<file path="src/rtl/mult_pkg.sv">
// Shared types for the sequential shift-add multiplier.
package mult_pkg;

  // Controller states: wait for operands, iterate shift-add steps, hold the product.
  typedef enum logic [1:0] {
    StIdle = 2'd0,
    StCalc = 2'd1,
    StDone = 2'd2
  } mult_state_e;

endpackage

</file>
<file path="src/rtl/rca.sv">
// N-bit ripple-carry adder built from full-adder cells.
module rca #(
  parameter int unsigned N = 4
) (
  input  logic [N-1:0] a_i,
  input  logic [N-1:0] b_i,
  input  logic         cin_i,
  output logic [N-1:0] sum_o,
  output logic         cout_o
);

  logic [N:0] carry;

  assign carry[0] = cin_i;

  // One full-adder cell per bit; carry ripples from LSB to MSB.
  for (genvar gi = 0; gi < N; gi++) begin : g_fa
    assign sum_o[gi]     = a_i[gi] ^ b_i[gi] ^ carry[gi];
    assign carry[gi + 1] = (a_i[gi] & b_i[gi]) | (carry[gi] & (a_i[gi] ^ b_i[gi]));
  end

  assign cout_o = carry[N];

endmodule

</file>
<file path="src/rtl/seq_shift_add_mult.sv">
// Sequential unsigned multiplier: one shift-add step per cycle, fixed N-cycle latency,
// valid/ready handshakes on both operand and product sides.
module seq_shift_add_mult
  import mult_pkg::*;
#(
  parameter int unsigned N = 4
) (
  input  logic           clk,
  input  logic           rst_n,
  input  logic           in_valid,
  output logic           in_ready,
  input  logic [N-1:0]   A,
  input  logic [N-1:0]   B,
  output logic           out_valid,
  input  logic           out_ready,
  output logic [2*N-1:0] P
);

  localparam int unsigned CntW = $clog2(N) + 1;
  localparam logic [CntW-1:0] LastStep = CntW'(N - 1);

  mult_state_e     state_q;
  logic [N-1:0]    mcand_q;
  logic [2*N-1:0]  acc_q;
  logic [2*N-1:0]  acc_d;
  logic [CntW-1:0] cnt_q;
  logic            out_valid_q;

  logic [N-1:0]    addend;
  logic [N-1:0]    sum;
  logic            cout;

  // Add the multiplicand to the high half only when the current multiplier bit is set.
  always_comb begin
    addend = acc_q[0] ? mcand_q : '0;
  end

  rca #(
    .N(N)
  ) u_rca (
    .a_i   (acc_q[2*N-1:N]),
    .b_i   (addend),
    .cin_i (1'b0),
    .sum_o (sum),
    .cout_o(cout)
  );

  // Shift {carry-out, sum, low half} right by one; the consumed multiplier bit falls off.
  always_comb begin
    acc_d = {cout, sum, acc_q[N-1:1]};
  end

  // Controller FSM with registered datapath and out_valid.
  always_ff @(posedge clk or negedge rst_n) begin
    if (!rst_n) begin
      state_q     <= StIdle;
      mcand_q     <= '0;
      acc_q       <= '0;
      cnt_q       <= '0;
      out_valid_q <= 1'b0;
    end else begin
      unique case (state_q)
        StIdle: begin
          if (in_valid) begin
            mcand_q <= A;
            acc_q   <= {{N{1'b0}}, B};
            cnt_q   <= '0;
            state_q <= StCalc;
          end
        end
        StCalc: begin
          acc_q <= acc_d;
          cnt_q <= cnt_q + CntW'(1);
          if (cnt_q == LastStep) begin
            state_q     <= StDone;
            out_valid_q <= 1'b1;
          end
        end
        StDone: begin
          if (out_ready) begin
            state_q     <= StIdle;
            out_valid_q <= 1'b0;
          end
        end
        default: begin
          state_q     <= StIdle;
          out_valid_q <= 1'b0;
        end
      endcase
    end
  end

  // in_ready depends on state only, so no combinational path from either handshake input.
  always_comb begin
    in_ready = (state_q == StIdle);
  end

  assign out_valid = out_valid_q;
  assign P         = acc_q;

endmodule

</file>
<file path="config.mk">
export PLATFORM = sky130hd
export DESIGN_NAME = seq_shift_add_mult
export DESIGN_NICKNAME = d
export VERILOG_FILES = /design/src/rtl/mult_pkg.sv /design/src/rtl/rca.sv /design/src/rtl/seq_shift_add_mult.sv
export SDC_FILE = /design/constraint.sdc
export NUM_CORES = 1
export LEC_CHECK = 0
export BUFFER_PORTS_ARGS = -buffer_cell sky130_fd_sc_hd__buf_2
export CORE_MARGIN = 3
export CORE_UTILIZATION = 50
export CTS_CLUSTER_DIAMETER = 80
export DETAILED_ROUTE_END_ITERATION = 12
export GPL_TIMING_DRIVEN = 1
export PLACE_DENSITY_LB_ADDON = 0.12
export SLEW_MARGIN = 20
export SYNTH_ARGS = -nofsm -noshare
export SYNTH_HDL_FRONTEND = slang
export SYNTH_SLANG_ARGS = --single-unit
</file>
<file path="constraint.sdc">
create_clock -name clk -period 3.3 [get_ports clk]
set_clock_uncertainty 0.1 [all_clocks]
set_input_delay 0.495 -clock clk [delete_from_list [all_inputs] [get_ports clk]]
set_output_delay 0.495 -clock clk [all_outputs]
set_load 0.02 [all_outputs]
</file>
==> impl_results.md <==
- Final max-slew violation count: 0
- Initial antenna violation count: 0
- Gr ovfl total: 0
- DIE AREA: 2380 um^2
- Antenna-violating nets left: 0
- HPWL after DPL: 1.25 mm
- Seq. cell area: 450 um^2
- Setup ws final: 1040 ps
- Top delay family on crit path: adder cells
- Crit-path most repeated cell: fa_1
- Period utilisation layout: 68.4%
- Worst-skew pair later-pin latency: 290 ps
- Netlist cell types: 21
- Final Non-Filler Cells: 125
- Max incr delay on CP: 430 ps
- Synthesized cell area: 917 um^2
- DRC errors left: 0
- WS Path Type: flop to flop
- Die width: 48.8 um
- Worst-path clk slew: 100 ps
- Initial DRT Pass Iterations: 6
- Setup bufs post-CTS: 0
- Row count: 14
- Area grow syn2layout: 17.2%
- Status: finished, final reports clean
- Final hold vios: 0
- CTS tree: yes
- Hold slack: 15.2 ps
- Die height: 48.8 um
- Num CTS Buffers: 3
- Slew headroom: 70.5%
- EDFF count, synth: 0
- IO Port Bufs: 21
- Synth async-reset ratio: 100%
- Syn_nets: 95
- Unrepaired setup endpoints after global routing: false
- Placer Congestion: 0.790
- Largest net degree at the start of global routing: 19
- H-tree levels: 1
- Main synth FF type: dfrtp_1
- GRT Total Usage: 14.4%
- Final nets: 120
- Warnings, synthesis: 0
- Share of layout cells above drive strength 1: 33.7%
- ANT cells: 0
- Mean post-synth cell area: 11.9 um^2
- WL per Instance: 12.7 um
- Pwr per Cell Area: 1020 nW/um^2
- Multi-input logic area: 427 um^2
- Core Region: 1610 um^2
- Final min period: 2260 ps
- Post-Route Utilization: 66.7%
- LEAKAGE: 0.530 nW
- WP data arrival: 2350 ps
- CTS max path bufs: 2
- Setup TNS: 0 ps
- Post-CTS Resized: 0
- Clock Sinks: 18
- I/O pin count: 22
- Worst min path class: input pin to asynchronous set/reset pin
- Via count: 658
- CP Buf/Inv Count: 2
- Required @ worst endpoint: 3390 ps
- Global-route wire length before repair: 2.65 mm
- FILL cells: 156
- Worst setup SP type: flop
- Setup crit end kind: flop
- Slew @ Worst Pin: 443 ps
- Crit path max fanout: 6
- Setup WS pre-CTS: 1050 ps
- Detailed Route WL: 1.59 mm
- # placed instances: 121
- Sequential fraction of the synthesis area: 49.1%
- CTS root buffer: clkbuf_4
- Peak supply drop: 561 uV
- Vias per cell: 5.26
- FMAX: 443 MHz
- Commonest non-fill, non-tap cell in the layout: buf_2
- Vias in the first global route: 608
- Most frequent cells in the layout: 21 x buf_2, 18 x dfrtp_1, 7 x inv_1
- Seq cells post-synth: 18
- Starting density of the core: 56.9%
- Hold_buf cts: 0
- Worst path slowest cell: dfrtp_1
- Iteration-0 DRC Markers: 11
- Total of max-cap violations: 0
- Gate Count Post-Synth: 77
- Worst path cell trace: and2_1 -> ha_1 -> inv_1 -> fa_1 -> inv_1 -> fa_1 -> fa_1 -> a22o_1
- Final setup vio count: 0
- Crit path depth: 8
- FF-to-FF path depth: 8
==> registers in the layout (all words and copies together), names as in the netlist <==
register / count
P: 8
mcand_q: 4
cnt_q: 3
state_q: 2
out_valid: 1
==> layer usage <==
metal | share of wire [%] | vias up | GRT usage, %
li1 | - | 321 | -
met1 | 48 | 323 | 18.7
met2 | 49 | 12 | 22.9
met3 | 2.9 | 2 | 3.06
met4 | 0.88 | 0 | 7.11
met5 | 0 | - | 0
==> per-stage QoR <==
step | cell area, um^2 | power, mW
2_1_floorplan | 917 | 0.835
3_3_place_gp | 1040 | 0.954
3_5_place_dp | 1040 | 0.973
4_1_cts | 1070 | 1.11
5_1_grt | 1070 | 1.18
6_report | 1070 | 1.09
==> cell type report <==
cell class              instances  share of cell area (%)
flip-flops and latches         18                    41.9
multi-input cells              51                    39.7
repair buffers                 21                    9.78
clock buffers                   4                    3.38
well taps                      24                    2.79
inverters                       7                    2.44
==> path summary, 6_finish.rpt <==
| path | slack (ps) | startpoint | to |
|---|---|---|---|
| worst max register to register | 1040 | P[0] | P[6] |
| min in group clk | 280 | out_ready | state_q[1] |
| max in group asynchronous | 2800 | rst_n | P[1] |
| worst min register to register | 390 | cnt_q[2] | cnt_q[2] |
| worst max-delay path | 1040 | P[0] | P[6] |
| worst min-delay path | 20 | rst_n | out_valid |
==> report_power, final <==
group | leakage (nW) | internal (mW) | total (mW) | switching (mW)
registers | 0.216 | 0.326 | 0.428 | 0.102
logic | 0.293 | 0.250 | 0.531 | 0.282
clock network | 0.0210 | 0.0672 | 0.134 | 0.0670
==> Yosys cell counts, types with 2 or more instances <==
cell     number  area share (%)
a21oi_1       5             2.7
a22o_1        4             3.8
and2_1        3             2.0
dfrtp_1      18              49
fa_1          3             6.5
ha_1          3             4.1
inv_1         7             2.9
mux2_4        4             6.5
nand2_1       6             2.5
nor2_1        4             1.6
nor2b_1       2             1.4
o21ai_0       4             2.2
o22ai_1       6             4.1
==> kinds of logic after synthesis <==
| family | Yosys count | synth area share (%) |
|---|---|---|
| multiplexers | 4 | 6.55 |
| flip-flops | 18 | 49.1 |
| buffers and inverters | 8 | 4.37 |
| adder cells (fa/ha/maj) | 6 | 10.6 |
| AO/OA/AOI/OAI | 22 | 16.5 |
| AND/OR/NAND/NOR | 19 | 12.8 |
Power figures use the tool's default switching activity.
